<file path="config.mk">
export PLATFORM = sky130hd
export DESIGN_NAME = nibble_serial_subtractor
export DESIGN_NICKNAME = d
export VERILOG_FILES = /design/src/rtl/nibble_serial_subtractor_pkg.sv /design/src/rtl/nibble_serial_subtractor_rbs_4bit.sv /design/src/rtl/nibble_serial_subtractor.sv
export SDC_FILE = /design/constraint.sdc
export NUM_CORES = 1
export LEC_CHECK = 0
export CORE_ASPECT_RATIO = 1.2
export CORE_MARGIN = 4
export CORE_UTILIZATION = 40
export DETAILED_ROUTE_END_ITERATION = 8
export MAX_ROUTING_LAYER = met4
export PLACE_DENSITY = 0.7
export SYNTH_ARGS = -nofsm -noshare
export SYNTH_HDL_FRONTEND = slang
export SYNTH_SLANG_ARGS = --single-unit
</file>
<file path="constraint.sdc">
create_clock -name clk -period 3.4 [get_ports clk]
set_input_delay 0.68 -clock clk [delete_from_list [all_inputs] [get_ports clk]]
set_output_delay 0.68 -clock clk [all_outputs]
set_load 0.005 [all_outputs]
</file>
<file path="src/rtl/nibble_serial_subtractor_pkg.sv">
// Shared definitions for the nibble-serial subtractor: nibble width, FSM
// state encoding and the nibble-counter width helper.
package sub_pkg;

  localparam int NIBBLE_W = 4;

  typedef enum logic {IDLE, BUSY} state_t;

  // Never returns less than 1, so a single-nibble build still has a counter.
  function automatic int clog2(input int n);
    int w;
    w = 1;
    while ((1 << w) < n) w++;
    return w;
  endfunction

endpackage

</file>
<file path="src/rtl/nibble_serial_subtractor_rbs_4bit.sv">
// Combinational 4-bit ripple-borrow subtractor: {bout, diff} = a - b - bin,
// built as a chain of full-subtractor cells.
module rbs_4bit
  import sub_pkg::*;
(
  input  logic [NIBBLE_W-1:0] a,
  input  logic [NIBBLE_W-1:0] b,
  input  logic                bin,
  output logic [NIBBLE_W-1:0] diff,
  output logic                bout
);

  logic [NIBBLE_W:0] brw;

  assign brw[0] = bin;

  for (genvar i = 0; i < NIBBLE_W; i++) begin : g_fs
    assign diff[i]  = a[i] ^ b[i] ^ brw[i];
    assign brw[i+1] = (~a[i] & b[i]) | (~(a[i] ^ b[i]) & brw[i]);
  end

  assign bout = brw[NIBBLE_W];

endmodule

</file>
<file path="src/rtl/nibble_serial_subtractor.sv">
// Multi-cycle WIDTH-bit subtractor (diff = a - b - bin), one nibble per clock
// through a single shared ripple-borrow stage with a registered borrow.
//
// state | meaning
// IDLE  | ready; start latches a, b, bin and clears the nibble counter
// BUSY  | one nibble per edge; last nibble publishes diff/bout/ovf and pulses done
module nibble_serial_subtractor
  import sub_pkg::*;
#(
  parameter int WIDTH = 16
)
(
  input  logic             clk,
  input  logic             rst_n,
  input  logic             start,
  input  logic [WIDTH-1:0] a,
  input  logic [WIDTH-1:0] b,
  input  logic             bin,
  output logic             ready,
  output logic             busy,
  output logic [WIDTH-1:0] diff,
  output logic             bout,
  output logic             ovf,
  output logic             done
);

  localparam int NIBBLES = WIDTH / NIBBLE_W;
  localparam int CW      = clog2(NIBBLES);
  localparam logic [CW-1:0] LAST = CW'(NIBBLES - 1);

  state_t              state;
  logic [WIDTH-1:0]    a_reg, b_reg, shadow, shadow_next;
  logic [CW-1:0]       count;
  logic                borrow_reg, borrow_next;
  logic [NIBBLE_W-1:0] a_nib, b_nib, nib;

  always_comb begin
    a_nib       = '0;
    b_nib       = '0;
    shadow_next = shadow;
    for (int i = 0; i < NIBBLES; i++) begin
      if (count == CW'(i)) begin
        a_nib = a_reg[i*NIBBLE_W +: NIBBLE_W];
        b_nib = b_reg[i*NIBBLE_W +: NIBBLE_W];
        shadow_next[i*NIBBLE_W +: NIBBLE_W] = nib;
      end
    end
  end

  rbs_4bit u_rbs (
    .a    (a_nib),
    .b    (b_nib),
    .bin  (borrow_reg),
    .diff (nib),
    .bout (borrow_next)
  );

  assign ready = (state == IDLE);
  assign busy  = ~ready;

  always_ff @(posedge clk or negedge rst_n) begin
    if (!rst_n) begin
      state      <= IDLE;
      a_reg      <= '0;
      b_reg      <= '0;
      shadow     <= '0;
      count      <= '0;
      borrow_reg <= 1'b0;
      diff       <= '0;
      bout       <= 1'b0;
      ovf        <= 1'b0;
      done       <= 1'b0;
    end else begin
      done <= 1'b0;
      case (state)
        IDLE: begin
          if (start) begin
            a_reg      <= a;
            b_reg      <= b;
            borrow_reg <= bin;
            count      <= '0;
            state      <= BUSY;
          end
        end
        BUSY: begin
          shadow     <= shadow_next;
          borrow_reg <= borrow_next;
          if (count == LAST) begin
            // shadow_next already holds the final nibble, so publish it directly
            diff  <= shadow_next;
            bout  <= borrow_next;
            ovf   <= (a_reg[WIDTH-1] != b_reg[WIDTH-1]) &&
                     (shadow_next[WIDTH-1] != a_reg[WIDTH-1]);
            done  <= 1'b1;
            count <= '0;
            state <= IDLE;
          end else begin
            count <= count + 1'b1;
          end
        end
        default: state <= IDLE;
      endcase
    end
  end

endmodule

</file>
==> results by group, run 1 <==
Drt
  – Vias/cell: 5.06
  – Detail Route Antenna Nets: 0
  – Post-route DRC violation count: 0
  – Iteration count of the initial detailed-routing pass: 4
  – Initial drt markers: 78
  – Via count: 2098
  – Avg WL per Cell: 15.4 um
  – Final wirelength: 6380 um

Placed design
  – Placed cells: 396
  – Routability congestion estimate from global placement: 0.822
  – Detailed placement HPWL: 4390 um
  – Port bufs: 56
  – Place WS: -20.5 ps

Global route
  – Met3 usage in global routing: 3.41%
  – M2 GR Usage: 22.5%
  – Global-route wire length before repair: 10400 um
  – Initial antenna violation count: 0
  – Total Routing Usage GR: 14.9%
  – GR Layer Usage met1: 18.8%
  – Overflow after GRT: 0
  – Most Used Layer, Global Route: met2
  – Vias in the first global route: 2187
  – Largest net degree at the start of global routing: 68

Timing
  – Final worst path period need: 3330 ps
  – Clock skew: 7.26 ps
  – Setup ws final: 68.7 ps
  – Rel. slew slack: 44.2%
  – Worst-Margin Slew: 837 ps
  – Final Hold Viols: 0
  – RSZ-0062 raised after global routing: true
  – Fin crit share: 98.0%
  – Final setup vio count: 0
  – Max-slew violation count: 0
  – Max frequency: 300 MHz

Worst setup path
  – Worst EP arrival: 3590 ps
  – Max stage delay on crit path: 600 ps
  – CP Cell Sequence: inv_4 > ha_4 > nor2b_4 > a221o_1 > a22oi_2 > fa_2 > inv_2 > fa_2 > fa_2 > fa_2 > nor2b_4 > a21oi_2 > o21ai_1
  – Critical R2R Launch: count[0]
  – CP Launch Type: register
  – CP endpoint kind: register
  – CP required: 3660 ps
  – Critical Path Source: count[0]
  – Peak fanout along the critical path: 5
  – CP Class: reg2reg
  – Most used cell, CP: fa_2
  – Crit path max-delay cell type: fa_2

Power
  – P_leak: 1.74 nW
  – VDD IR max: 680 uV
  – PD cells: 1220 nW/um^2

Clock tree
  – Post-CTS Hold Buffers: 0
  – CTS tree: built
  – Bufs on Longest Clock Path: 2
  – Clk sinks: 67
  – Reg clk slew, reported paths: 70 ps
  – CTS buffer count: 9
  – Clock Latency Late Sink: 340 ps
  – Depth of the CTS H-tree: 3
  – CTS Root Cell: clkbuf_8

Synthesis
  – #FFs+latches synth: 67
  – Syn Nets: 300
  – Avg Synthesized Cell Area: 12.1 um^2
  – Sequential share of the synthesized area: 54.1%
  – Cells after synthesis: 256
  – Ys Warns: 0
  – Unique masters post-synth: 30
  – Synthesized cell area: 3100 um^2

Flow run
  – Maxcap violations: 0

Die
  – Initial cell density of the core: 41.9%
  – Die area: 9230 um^2
  – Die Height: 104 um
  – Die X-Extent: 88.4 um
  – Core ar.: 7400 um^2
  – Row count: 34
  – Top Ports: 57

Cells and area
  – Layout cells sized above 1: 26.5%
  – Post-synthesis to final-layout area growth: 29.3%
  – Layout net count: 364
  – Finished Layout Cells: 415
  – N_diodes: 0

Worst hold path
  – Hold Startpoint: diff[2]
  – Hold Crit Class: reg2reg

Run status
  – Status: completed
[cells by family after synthesis]
group / after synthesis / synth area share [%]
fa+ha+maj: 8 / 4.20
mux: 45 / 17.1
flops: 67 / 54.1
compound gates: 55 / 11.0
simple gates: 54 / 8.07
buf+inv: 27 / 5.57
[per-stage QoR]
step / setup TNS (ps) / power [mW] / util, % / area (um^2) / hold slack [ps]
after CTS: 0 / 4.57 / 52.8 / 3910 / 481
after floorplan: 0 / 3.06 / - / 3100 / 384
final: 0 / 4.87 / 54.1 / 4010 / 478
after global routing: -312 / 5.29 / 54.1 / 4010 / 497
after detailed placement: -61.9 / 3.91 / 50.2 / 3710 / 465
after global placement: 0 / 3.84 / 50.2 / 3710 / 456
[synthesized netlist by cell type]
cell | count | area [um^2]
nor2b_4 | 2 | 27.5
nand2_1 | 44 | 165
o31ai_1 | 4 | 30.0
buf_12 | 1 | 20.0
fa_1 | 4 | 80.1
o21bai_1 | 1 | 7.51
buf_4 | 3 | 22.5
a221oi_1 | 3 | 26.3
a22oi_1 | 2 | 15.0
nor3b_1 | 1 | 7.51
mux2i_1 | 9 | 90.1
inv_1 | 10 | 37.5
mux2_4 | 9 | 135
a221o_1 | 3 | 30.0
a21oi_1 | 9 | 45.0
nand2_4 | 1 | 11.3
or3_1 | 1 | 6.26
a22oi_2 | 2 | 25.0
buf_6 | 5 | 56.3
nor2b_1 | 4 | 25.0
o21ai_1 | 1 | 5.00
o21ai_0 | 28 | 140
a22o_1 | 1 | 8.76
and2b_1 | 1 | 7.51
buf_2 | 5 | 25.0
dfrtp_1 | 67 | 1680
clkbuf_1 | 3 | 11.3
ha_1 | 4 | 50.1
a211oi_1 | 1 | 7.51
mux2_2 | 27 | 304
[cell type report]
type	count	area [um^2]
Clock buffer	11	141
Clock inverter	5	52.6
Fill cell	686	3400
Inverter	10	40.0
Multi-Input combinational cell	162	1310
Sequential cell	67	1680
Tap cell	90	113
Timing Repair Buffer	70	668
[cells in the final DEF, fill, tap and decap left out, types with 4 or more instances in the layout]
cell type | Yosys | final
mux2_4 | 9 | 10
o21ai_1 | 1 | 5
clkdlybuf4s50_1 | 0 | 55
nand2_1 | 44 | 44
dfrtp_1 | 67 | 66
inv_1 | 10 | 7
fa_2 | 0 | 4
a21oi_1 | 9 | 8
clkbuf_8 | 0 | 10
mux2i_1 | 9 | 9
buf_4 | 3 | 12
o21ai_0 | 28 | 24
mux2_2 | 27 | 26
[where the power goes]
part           leakage, nW  internal (mW)  switching (mW)
Sequential           0.807           1.20           0.265
Combinational        0.836           1.50            1.25
Clock               0.0991          0.355           0.294
Total                 1.74           3.06            1.81
[critical path: cells and delay by family, from the launching register on]
kind	cells	cell delay (ps)
buffers and inverters	2	100
adders and majority gates	5	1740
and+or+nand+nor	2	310
AOI/OAI and AO/OA	4	670
DFF	1	440
[per-layer routing]
layer | wire length [um] | vias up
met2 | 3170 | 65
met1 | 2740 | 996
met3 | 298 | 16
li1 | - | 1021
met4 | 174 | 0
met5 | 0 | -
[worst paths after layout]
check / to / slack, ps / cells past startpoint
max: ovf / 70 / 13
max in group asynchronous: count[0] / 2300 / 2
min in group asynchronous: a_reg[1] / 520 / 2
min reg2reg: diff[2] / 480 / 2
max reg2reg: ovf / 70 / 13
min: diff[2] / 480 / 2
[repair_timing]
item	CTS	global route
gates resized for setup	1	24
setup endpoints to repair	4	8
setup buffers	0	3
hold endpoints to repair	0	0
pin swaps	0	11
(Power assumes the default switching activity.)
==> run 2: changes to the inputs <==
- CORE_MARGIN: 4 -> 1.5
- CTS_CLUSTER_SIZE: unset -> 40
- SLEW_MARGIN: unset -> 15
==> run 2 against run 1 <==
- hold slack worse by 96 ps
- clock power shrank 3.9%
- sequential cell count unchanged
- register-to-register slack better by 70 ps
- critical endpoint is now diff[11]
- final cell count grew 0.48%
- critical path type unchanged
- core utilization shrank 1.9 points
==> results by group, run 2 (synthesis gave the netlist of run 1 again) <==
Run status
  – Status: completed

Cells and area
  – Post-synthesis to final-layout area growth: 27.7%
  – Commonest non-fill, non-tap cell in the layout: dfrtp_1
  – Most used cells in the layout excluding fill and tap cells: dfrtp_1, clkdlybuf4s50_1, nand2_1, mux2_2, o21ai_0
  – Finished Layout Cells: 417
  – Layout net count: 365
  – N_diodes: 0
  – Final Util: 52.2%
  – Layout cells sized above 1: 24.9%

Clock tree
  – CTS buffer count: 9
  – Clk sinks: 67
  – CTS tree: built
  – Bufs on Longest Clock Path: 2
  – Reg clk slew, reported paths: 70 ps
  – Depth of the CTS H-tree: 3
  – CTS Root Cell: clkbuf_8
  – Clock Latency Late Sink: 340 ps
  – Post-CTS Hold Buffers: 0

Drt
  – Detail Route Antenna Nets: 0
  – Vias/cell: 5.05
  – Avg WL per Cell: 14.7 um
  – Final wirelength: 6110 um
  – Post-route DRC violation count: 0
  – Initial drt markers: 85
  – Iteration count of the initial detailed-routing pass: 4
  – Via count: 2107

Worst setup path
  – Crit path max-delay cell type: fa_2
  – Max stage delay on crit path: 560 ps
  – CP required: 3660 ps
  – CP Cell Sequence: inv_2 > ha_1 > nor2b_4 > a221o_1 > a22oi_2 > fa_2 > inv_1 > fa_2 > fa_2 > fa_2 > buf_4 > mux2i_1 > o21ai_1
  – CP Launch Type: register
  – CP endpoint kind: register
  – Most used cell, CP: fa_2
  – CP Class: reg2reg
  – Peak fanout along the critical path: 5
  – Worst EP arrival: 3520 ps

Die
  – Die X-Extent: 83.4 um
  – Die area: 8290 um^2
  – Core ar.: 7580 um^2
  – Die Height: 99.4 um
  – Row count: 35
  – Initial cell density of the core: 40.9%
  – Top Ports: 57

Worst hold path
  – Hold Crit Class: in2async

Timing
  – Final worst path period need: 3260 ps
  – Max-slew violation count: 0
  – RSZ-0062 raised after global routing: true
  – Final setup vio count: 0
  – Rel. slew slack: 53.0%
  – Fin crit share: 95.9%
  – Max frequency: 307 MHz
  – Worst hold slack: 382 ps
  – Clock skew: 10.5 ps
  – Final Hold Viols: 0
  – Worst-Margin Slew: 705 ps
  – Sum Neg Setup Slack: 0 ps

Global route
  – Initial antenna violation count: 0
  – Global-route wire length before repair: 10600 um
  – Vias in the first global route: 2262
  – Overflow after GRT: 0
  – Largest net degree at the start of global routing: 39
  – Total Routing Usage GR: 16.8%

Power
  – VDD IR max: 749 uV
  – Total power: 4.63 mW
  – PD cells: 1170 nW/um^2
  – P_leak: 1.73 nW

Placed design
  – Detailed placement HPWL: 4450 um
  – Port bufs: 56
  – Placed cells: 399
  – Routability congestion estimate from global placement: 0.800

Flow run
  – Maxcap violations: 0
-- run 2: changes by cell type in the layout (fill, tap and decap cells not counted), sizes merged --
cell | previous run | this run
clkinv | 3 | 4
clkbuf | 11 | 9
buf | 15 | 16
-- run 2: stage by stage --
stage / area (um^2) / setup WS (ps)
floorplan: 3100 / 44.5
global placement: 3720 / 47.9
detailed placement: 3720 / -72.4
CTS: 3940 / 17.3
global route: 3960 / -41.7
finish: 3960 / 141
-- run 2: area by class of cell --
type / count / area, um^2
fill: 680 / 3620
tap: 92 / 115
inverter: 10 / 37.5
timing repair buffer: 71 / 668
sequential: 67 / 1680
multi-input combinational: 162 / 1280
clock inverter: 6 / 57.6
clock buffer: 9 / 124
-- run 2: what timing repair did --
item | CTS | global route
endpoints found under the setup margin | 7 | 7
resized for setup | 8 | 5
buffers inserted | 1 | 2
cloned | 0 | 0
pin swaps | 3 | 4
hold endpoints to repair | 0 | 0
-- run 2: final timing paths --
| kind | startpoint | endpoint | slack [ps] | cells after the start |
|---|---|---|---|---|
| worst max-delay path | count[1] | diff[11] | 140 | 13 |
| worst min-delay path | rst_n | a_reg[13] | 380 | 1 |
| worst max register to register | count[1] | diff[11] | 140 | 13 |
| worst min register to register | diff[13] | diff[13] | 480 | 2 |
| max in group asynchronous | rst_n | count[0] | 2060 | 2 |
| min in group clk | diff[13] | diff[13] | 480 | 2 |
-- run 2: layer usage --
layer	global-route usage [%]	share of wire, %	vias to the layer above
met5	-	0	-
met4	7.44	1.3	0
met3	4.15	4.0	9
met2	27.0	50	49
met1	20.3	44	1036
li1	-	-	1013
-- run 2: critical path, delay by kind of cell, from the launching register on --
family | cells | cell delay (ps)
simple gates | 1 | 150
buf+inv | 3 | 260
compound gates | 3 | 650
flops | 1 | 400
fa+ha+maj | 5 | 1680
mux | 1 | 70
-- run 2: power by group --
group | internal (mW) | switching, mW | total (mW) | leakage (nW)
Combinational | 1.36 | 1.19 | 2.55 | 0.828
Clock | 0.329 | 0.295 | 0.624 | 0.0946
Sequential | 1.20 | 0.250 | 1.45 | 0.807
Total | 2.90 | 1.73 | 4.63 | 1.73
==> run 3: changes to the inputs <==
- PLACE_DENSITY: 0.7 -> 0.68
- SLEW_MARGIN: 15 -> unset
- clock period: 3.4 -> 4.2 ns (I/O delays scaled with it)
==> run 3 against run 2 <==
- clock skew decreased by 0.83 ps
- combinational power fell by 27%
- register-to-register slack improved by 180 ps
- largest power group unchanged
- critical path depth is the same
- final cell count down 2.9%
==> results by group, run 3 (synthesis gave the netlist of run 1 again) <==
Run status
  – Status: completed

Timing
  – Sum Neg Setup Slack: 0 ps
  – Rel. slew slack: 32.0%
  – Final worst path period need: 3880 ps
  – Final Hold Viols: 0
  – Clock skew: 9.65 ps
  – Max-slew violation count: 0
  – Final setup vio count: 0
  – RSZ-0062 raised after global routing: false
  – Worst-Margin Slew: 1020 ps
  – Max frequency: 258 MHz
  – Fin crit share: 92.4%

Worst setup path
  – R2R Path End: ovf
  – CP Class: reg2reg
  – Critical R2R Launch: count[0]
  – CP Launch Type: register
  – CP Cell Sequence: inv_1 > ha_1 > nor2b_4 > a221oi_1 > o31ai_1 > fa_1 > inv_1 > fa_1 > fa_1 > fa_1 > nor2b_1 > a21oi_1 > o21ai_0
  – Peak fanout along the critical path: 9
  – Worst EP arrival: 4140 ps
  – Most used cell, CP: fa_1
  – Crit path max-delay cell type: fa_1
  – Crit path buffers/inverters: 2
  – R2R setup slack: 320 ps
  – Max stage delay on crit path: 690 ps
  – CP endpoint kind: register
  – CP required: 4460 ps
  – FF-to-FF path depth: 13
  – Top delay family on crit path: adder cells

Placed design
  – Dpl cell area: 3660 um^2
  – Detailed placement HPWL: 4350 um
  – Routability congestion estimate from global placement: 0.792
  – Port bufs: 56

Global route
  – Global-route wire length before repair: 10300 um
  – Overflow after GRT: 0
  – Initial antenna violation count: 0
  – Largest net degree at the start of global routing: 47
  – Vias in the first global route: 2112
  – Total Routing Usage GR: 16.2%

Worst hold path
  – Hold Startpoint: diff[12]
  – Hold Crit Class: reg2reg
  – Worst Hold Depth: 2
  – Hold path endpoint: diff[12]

Cells and area
  – Post-synthesis to final-layout area growth: 23.8%
  – Most used cells in the layout excluding fill and tap cells: dfrtp_1, clkdlybuf4s50_1, nand2_1, o21ai_0, mux2_2
  – N_diodes: 0
  – Design area: 3840 um^2
  – Layout net count: 353
  – Layout cells sized above 1: 18.8%
  – Commonest non-fill, non-tap cell in the layout: dfrtp_1

Power
  – VDD IR max: 453 uV
  – PD cells: 917 nW/um^2
  – P_leak: 1.67 nW

Clock tree
  – Post-CTS resize count: 0
  – Clk sinks: 67
  – CTS buffer count: 9
  – Bufs on Longest Clock Path: 2
  – Post-CTS Setup Inserts: 0
  – CTS Root Cell: clkbuf_8
  – CTS tree: built
  – Reg clk slew, reported paths: 70 ps
  – Depth of the CTS H-tree: 3
  – Post-CTS Hold Buffers: 0
  – Clock Latency Late Sink: 340 ps

Drt
  – Via count: 2084
  – Vias/cell: 5.15
  – Initial drt markers: 120
  – Final wirelength: 5980 um
  – Post-route DRC violation count: 0
  – Iteration count of the initial detailed-routing pass: 4
  – Detail Route Antenna Nets: 0
  – Avg WL per Cell: 14.8 um

Flow run
  – Maxcap violations: 0

Die
  – Die X-Extent: 83.4 um
  – Die area: 8290 um^2
  – Initial cell density of the core: 40.9%
  – Die Height: 99.4 um
  – Top Ports: 57
  – Row count: 35
  – Core ar.: 7580 um^2
run 3: cell count changes in the layout (fill, tap and decap cells not counted), sizes merged:
cell      delta
bufinv       -1
clkinv       -2
buf         -12
clkbuf       +4
clkinvlp     -1
run 3: per-layer routing:
metal  track usage [%]  wire length (um)  vias to the layer above
met1              19.9              2660                     1028
met4              8.08               179                        0
met2              26.0              2940                       53
li1                  -                 -                      988
met3              2.99               198                       15
met5                 -                 0                        -
run 3: worst max-delay path by stage:
| stage | start | to | slack (ps) | cells past startpoint |
|---|---|---|---|---|
| finish | count[0] | ovf | 320 | 13 |
| global route | count[0] | ovf | 70 | 13 |
| CTS | count[0] | ovf | 310 | 13 |
| detailed placement | count[0] | ovf | 330 | 13 |
| global placement | count[0] | ovf | 530 | 13 |
| floorplan | count[0] | ovf | 760 | 15 |
run 3: stage by stage:
step,worst slack [ps],cells,power (mW),util [%],hold slack (ps)
2_1_floorplan,764,256,2.46,-,445
3_3_place_gp,535,390,3.01,48.3,456
3_5_place_dp,333,390,3.07,48.3,470
4_1_cts,314,405,3.56,50.6,486
5_1_grt,69.8,405,3.83,50.6,514
6_report,318,405,3.52,50.6,481
run 3: where the power goes:
part | leakage, nW | switching (mW) | internal (mW) | total [mW]
clock | 0.0953 | 0.228 | 0.258 | 0.486
combinational | 0.770 | 0.941 | 0.917 | 1.86
sequential | 0.808 | 0.200 | 0.974 | 1.17
total | 1.67 | 1.37 | 2.15 | 3.52
run 3: tightest hold or removal path, cell delays in order (launching register included):
cell	delay, ps
dfrtp_1	340
nand2_1	40
o21ai_0	60
run 3: area by class of cell:
type                       instances  area [um^2]
fill                             701         3740
multi-input combinational        162         1250
tap                               92          115
inverter                          10         37.5
timing repair buffer              59          578
clock buffer                      13          169
sequential                        67         1680
clock inverter                     2         10.0
